$ cat src/rtl/alu_issue_ctrl.sv
// alu_issue_ctrl: issues one operation at a time to a combinational ALU.
// It holds the operands stable for the op's latency, captures the result and
// Zero flag into a first-word-fall-through FIFO, and keeps issue/zero counters.
module alu_issue_ctrl #(
    parameter int FIFO_DEPTH = 4,
    parameter int MUL_CYCLES = 2,
    parameter int CNT_W      = 16
) (
    input  logic             clk_i,
    input  logic             rst_i,
    input  logic             cmd_valid_i,
    output logic             cmd_ready_o,
    input  logic [2:0]       cmd_op_i,
    input  logic [31:0]      cmd_a_i,
    input  logic [31:0]      cmd_b_i,
    output logic [31:0]      alu_data1_o,
    output logic [31:0]      alu_data2_o,
    output logic [2:0]       alu_ctrl_o,
    input  logic [31:0]      alu_data_i,
    input  logic             alu_zero_i,
    output logic             res_valid_o,
    input  logic             res_ready_i,
    output logic [31:0]      res_data_o,
    output logic             res_zero_o,
    output logic [2:0]       res_op_o,
    output logic             busy_o,
    output logic [CNT_W-1:0] issued_cnt_o,
    output logic [CNT_W-1:0] zero_cnt_o
);

    localparam int PTR_W  = $clog2(FIFO_DEPTH);
    localparam int HOLD_W = (MUL_CYCLES > 1) ? $clog2(MUL_CYCLES) : 1;

    localparam logic [2:0]        OP_MUL   = 3'b110;
    localparam logic [HOLD_W-1:0] HOLD_MUL = HOLD_W'(MUL_CYCLES - 1);
    localparam logic [PTR_W:0]    DEPTH    = (PTR_W + 1)'(FIFO_DEPTH);

    typedef enum logic {
        IDLE,
        EXEC
    } state_t;

    state_t            state;
    state_t            state_next;
    logic [HOLD_W-1:0] hold_cnt;
    logic              accept;
    logic              capture;
    logic              pop;

    logic [PTR_W-1:0]  wr_ptr;
    logic [PTR_W-1:0]  rd_ptr;
    logic [PTR_W:0]    fifo_count;
    logic [31:0]       mem_data [FIFO_DEPTH];
    logic              mem_zero [FIFO_DEPTH];
    logic [2:0]        mem_op   [FIFO_DEPTH];

    // Next-state and handshake decode; ready depends only on state and fill level.
    always_comb begin
        // NOTE: every output of this block gets a default first so no latch is inferred.
        state_next  = state;
        cmd_ready_o = 1'b0;
        accept      = 1'b0;
        capture     = 1'b0;
        case (state)
            IDLE: begin
                cmd_ready_o = (fifo_count < DEPTH);
                accept      = cmd_valid_i && cmd_ready_o;
                if (accept) begin
                    state_next = EXEC;
                end
            end
            EXEC: begin
                if (hold_cnt == '0) begin
                    capture    = 1'b1;
                    state_next = IDLE;
                end
            end
            default: state_next = IDLE;
        endcase
    end

    // State register.
    always_ff @(posedge clk_i) begin
        // NOTE: sequential state uses non-blocking assignments so all registers update together.
        if (rst_i) begin
            state <= IDLE;
        end else begin
            state <= state_next;
        end
    end

    // ALU operand registers, hold counter and status counters.
    always_ff @(posedge clk_i) begin
        if (rst_i) begin
            alu_data1_o  <= '0;
            alu_data2_o  <= '0;
            alu_ctrl_o   <= '0;
            hold_cnt     <= '0;
            issued_cnt_o <= '0;
            zero_cnt_o   <= '0;
        end else begin
            if (accept) begin
                alu_data1_o  <= cmd_a_i;
                alu_data2_o  <= cmd_b_i;
                alu_ctrl_o   <= cmd_op_i;
                hold_cnt     <= (cmd_op_i == OP_MUL) ? HOLD_MUL : '0;
                issued_cnt_o <= issued_cnt_o + CNT_W'(1);
            end else if (state == EXEC && hold_cnt != '0) begin
                hold_cnt <= hold_cnt - HOLD_W'(1);
            end
            if (capture && alu_zero_i) begin
                zero_cnt_o <= zero_cnt_o + CNT_W'(1);
            end
        end
    end

    assign busy_o      = (state == EXEC);
    assign res_valid_o = (fifo_count != '0);
    assign pop         = res_valid_o && res_ready_i;
    assign res_data_o  = mem_data[rd_ptr];
    assign res_zero_o  = mem_zero[rd_ptr];
    assign res_op_o    = mem_op[rd_ptr];

    // Result FIFO: storage, pointers and fill level; push and pop may share an edge.
    always_ff @(posedge clk_i) begin
        if (rst_i) begin
            wr_ptr     <= '0;
            rd_ptr     <= '0;
            fifo_count <= '0;
            // NOTE: storage is cleared on reset because the head outputs read it directly and must be 0.
            for (int i = 0; i < FIFO_DEPTH; i++) begin
                mem_data[i] <= '0;
                mem_zero[i] <= 1'b0;
                mem_op[i]   <= '0;
            end
        end else begin
            if (capture) begin
                mem_data[wr_ptr] <= alu_data_i;
                mem_zero[wr_ptr] <= alu_zero_i;
                mem_op[wr_ptr]   <= alu_ctrl_o;
                wr_ptr           <= wr_ptr + PTR_W'(1);
            end
            if (pop) begin
                rd_ptr <= rd_ptr + PTR_W'(1);
            end
            case ({capture, pop})
                2'b10:   fifo_count <= fifo_count + (PTR_W + 1)'(1);
                2'b01:   fifo_count <= fifo_count - (PTR_W + 1)'(1);
                default: fifo_count <= fifo_count;
            endcase
        end
    end

endmodule

$ cat config.mk
export PLATFORM = sky130hd
export DESIGN_NAME = alu_issue_ctrl
export DESIGN_NICKNAME = d
export VERILOG_FILES = /design/src/rtl/alu_issue_ctrl.sv
export SDC_FILE = /design/constraint.sdc
export NUM_CORES = 1
export LEC_CHECK = 0
export CORE_MARGIN = 2
export CORE_UTILIZATION = 29
export CTS_CLUSTER_DIAMETER = 50
export CTS_CLUSTER_SIZE = 14
export DETAILED_ROUTE_END_ITERATION = 12
export DONT_BUFFER_PORTS = 1
export GPL_TIMING_DRIVEN = 0
export SYNTH_ARGS = -nofsm -noshare
export SYNTH_HDL_FRONTEND = slang
export SYNTH_SLANG_ARGS = --single-unit
$ cat constraint.sdc
create_clock -name clk_i -period 2.95 [get_ports clk_i]
set_clock_uncertainty 0.1 [all_clocks]
set_input_delay 0.295 -clock clk_i [delete_from_list [all_inputs] [get_ports clk_i]]
set_output_delay 0.295 -clock clk_i [all_outputs]
set_load 0.05 [all_outputs]
==> parameters.txt <==
Parameter                              Value

Die
  Die Outline Area ... 36,700 um^2
  Std-Cell Core Area ... 34,600 um^2
  Effective utilization at floorplan ... 29.5%
  Height of the chip ... 192 um
  Die width ... 192 um
  Site Rows ... 68
  Top Ports ... 242

Finish
  Signed area change from the synthesized netlist to the final layout ... 25.6%
  Antenna diode count ... 0
  FILL cells ... 3,319
  Layout cells sized above 1 ... 10.4%
  Area of the multi-input gates ... 3350 um^2
  Number of nets in the finished design ... 1,137
  Flip-flop and latch area ... 6530 um^2

Critical path
  Minimum setup slack among reg-to-reg paths ... 180 ps
  Critical path buffer and inverter count ... 2
  Slowest library cell on the worst path ... sky130_fd_sc_hd__mux4_2
  FF-to-FF Start ... busy_o
  Startpoint Class ... register
  Data required time of the critical path ... 2560 ps
  Endpoint arrival time on the critical path ... 2380 ps
  Crit path max fanout ... 10
  Maximum cell stage delay along the critical path ... 550 ps
  Cell Chain, Critical Path ... clkbuf_1, clkbuf_2, mux4_2
  Critical path type ... register to primary output
  CP top delay family ... buffers and inverters
  Worst reg-to-reg path cell count ... 5
  Endpoint type of the worst setup path ... primary output
  Logic depth of the worst setup path including buffers ... 3
  Critical register-to-register path endpoint ... mem_op[0][1]

Detailed routing
  Average wire per cell in the routed design ... 19.1 um
  DR vias/cell ... 4.77
  Number of detailed-route iterations in the first pass ... 7
  Starting DRC count in detailed routing ... 325
  Vias post-DR ... 7,169
  Number of DRC violations after detailed routing ... 0
  Number of antenna-violating nets in the routed design ... 0
  Detailed Route WL ... 28,800 um

CTS
  # Post-CTS Setup Buffers ... 0
  Clock-pin slew of the registers on the worst-case setup and hold paths ... 60 ps
  Clock insertion delay at the later pin of the skew report ... 550 ps
  Number of clock sinks ... 254
  Root Buffer ... sky130_fd_sc_hd__clkbuf_16
  Clock H-tree levels ... 1
  Maximum clock insertion buffer count ... 3
  Clock tree from TritonCTS ... yes
  Number of buffers created by CTS ... 29

Synthesis
  Distinct cell type count after synthesis ... 41
  Share of flip-flops with an asynchronous set or reset ... 0%
  Syn Std Cell Area ... 10,200 um^2
  Top-area cell type share of the netlist area ... 42.3%
  Largest area contributor in the synthesized netlist ... sky130_fd_sc_hd__edfxtp_1
  Top cells by area, synth ... sky130_fd_sc_hd__edfxtp_1, sky130_fd_sc_hd__dfxtp_1, sky130_fd_sc_hd__mux4_2
  Cell types with the highest counts after synthesis ... sky130_fd_sc_hd__nand2_1, sky130_fd_sc_hd__edfxtp_1, sky130_fd_sc_hd__dfxtp_1
  Most instantiated flip-flop cell in the synthesis netlist ... sky130_fd_sc_hd__edfxtp_1
  Fraction of the yosys area taken by sequential cells ... 63.9%
  Avg Synthesized Cell Area ... 11.4 um^2
  Synth Register Bits ... 254
  Number of enable-type register cells in the synthesized netlist ... 144
  Yosys synthesis warning count ... 0
  Synth Net Count ... 1,003
  Mapped Cells ... 895
  Most common cell in the netlist ... sky130_fd_sc_hd__nand2_1

Worst hold path
  Number of instances on the worst hold path ... 2
  Worst min-delay path endpoint ... mem_zero[0]
  Hold Path Origin ... rst_i
  Worst min path class ... input pin to register

STA
  Worst relative slew slack ... 23.2%
  Final hold slack ... 35.6 ps
  Final slew viol count ... 0
  Maximum clock frequency ... 360 MHz
  Hold Violations, Final ... 0
  Transition time of the tightest slew-check pin ... 1150 ps
  RSZ-0062 raised after global routing ... false
  Setup Viol. Count Final ... 0
  Min cycle time layout ... 2780 ps
  Final worst-path cycle share ... 94.1%

GRT
  Total routing usage reported by global routing ... 15.5%
  Aggregate global routing overflow ... 0
  Largest net degree at the start of global routing ... 37
  Wire length of the first global-routing pass ... 43,700 um
  Initial antenna violation count ... 0
  Vias in the first global route ... 7,666

Placed design
  Post-detailed-placement half-perimeter wirelength ... 19,300 um
  # port buffers ... 0
  RePlAce Congestion ... 0.796

Power and ir drop
  Total chip power ... 10.1 mW
  Largest voltage drop on the vdd net ... 0.000474 V
  Total power divided by cell area ... 787 nW/um^2
  Leakage power total ... 4.72 nW

Run
  Number of max-cap violations ... 0

Status
  Status ... completed
[layout by cell type, fill, tap and decap left out, types with 3 or more instances in the layout]
master                          instances
sky130_fd_sc_hd__clkbuf_1              41
sky130_fd_sc_hd__nor2_1               101
sky130_fd_sc_hd__clkbuf_2               3
sky130_fd_sc_hd__clkinvlp_4             3
sky130_fd_sc_hd__o21ai_0                6
sky130_fd_sc_hd__ha_1                   3
sky130_fd_sc_hd__nor2b_1                3
sky130_fd_sc_hd__inv_1                 40
sky130_fd_sc_hd__a21oi_1               85
sky130_fd_sc_hd__edfxtp_1             144
sky130_fd_sc_hd__nand2b_1               4
sky130_fd_sc_hd__xnor2_1                6
sky130_fd_sc_hd__xor2_1                17
sky130_fd_sc_hd__o31ai_1                4
sky130_fd_sc_hd__dlygate4sd3_1        100
sky130_fd_sc_hd__or4_1                  4
sky130_fd_sc_hd__clkbuf_16             29
sky130_fd_sc_hd__and2_1                38
sky130_fd_sc_hd__and3_1                 4
sky130_fd_sc_hd__mux4_2                36
sky130_fd_sc_hd__dfxtp_1              109
sky130_fd_sc_hd__or3_1                  7
sky130_fd_sc_hd__nand4_1               11
sky130_fd_sc_hd__buf_2                 11
sky130_fd_sc_hd__inv_8                  4
sky130_fd_sc_hd__nand2_1              183
sky130_fd_sc_hd__nand3_1               11
sky130_fd_sc_hd__nor3_1                 3
sky130_fd_sc_hd__bufinv_16              3
[metal layers]
metal	track usage (%)	up-vias	part of all wire, %
li1	-	3354	-
met1	17.4	3460	38
met3	4.22	54	8.4
met5	0	-	0
met2	28.2	301	51
met4	5.12	0	3.3
[kinds of logic after synthesis]
group | synth area share [%]
compound gates | 5.17
xor+xnor | 1.97
fa+ha+maj | 0.564
buf+inv | 3.63
flops | 63.9
mux | 8.05
simple gates | 16.7
[through the flow]
step | cell area (um^2) | setup TNS [ps] | worst slack [ps] | cells | util (%)
global placement | 10800 | -75420 | -730 | 1350 | 31.1
global route | 12800 | 0 | 9.31 | 1503 | 37.0
floorplan | 10200 | 0 | 338 | 895 | -
CTS | 12800 | 0 | 51.5 | 1503 | 37.0
detailed placement | 10800 | -34970 | -813 | 1352 | 31.3
finish | 12800 | 0 | 173 | 1503 | 37.0
[area by class of cell]
| type | count | area share (%) |
|---|---|---|
| clock buffer | 33 | 5.85 |
| tap | 455 | 4.44 |
| inverter | 41 | 1.20 |
| multi-input combinational | 547 | 26.1 |
| clock inverter | 17 | 1.67 |
| sequential | 254 | 50.9 |
| timing repair buffer | 102 | 8.12 |
| buffer | 54 | 1.72 |
[power breakdown]
part	internal [mW]	switching, mW	leakage, nW
sequential	3.99	0.490	2.39
combinational	0.586	1.37	1.87
clock	2.12	1.54	0.465
[registers in the layout, indices dropped and copies added, names as in the netlist, named ones only]
signal	cells
mem_op	12
alu_ctrl_o	3
busy_o	1
zero_cnt_o	16
wr_ptr	2
alu_data1_o	32
mem_zero	4
alu_data2_o	32
fifo_count	3
mem_data	128
issued_cnt_o	16
rd_ptr	2
hold_cnt	1
[worst max path at each step]
| stage | endpoint | startpoint |
|---|---|---|
| 2_1_floorplan | mem_data[2][0] | busy_o |
| 3_3_place_gp | mem_data[0][17] | busy_o |
| 3_5_place_dp | mem_data[0][6] | busy_o |
| 4_1_cts | alu_data2_o[20] | busy_o |
| 5_1_grt | mem_data[2][26] | busy_o |
| 6_report | res_data_o[29] | register |
[timing repair]
item / CTS / global route
resized for setup: 6 / 1
hold buffers: 100 / 0
hold endpoints to repair: 203 / 0
cloned: 1 / 0
endpoints found under the setup margin: 175 / 10
Power figures use the tool's default switching activity.
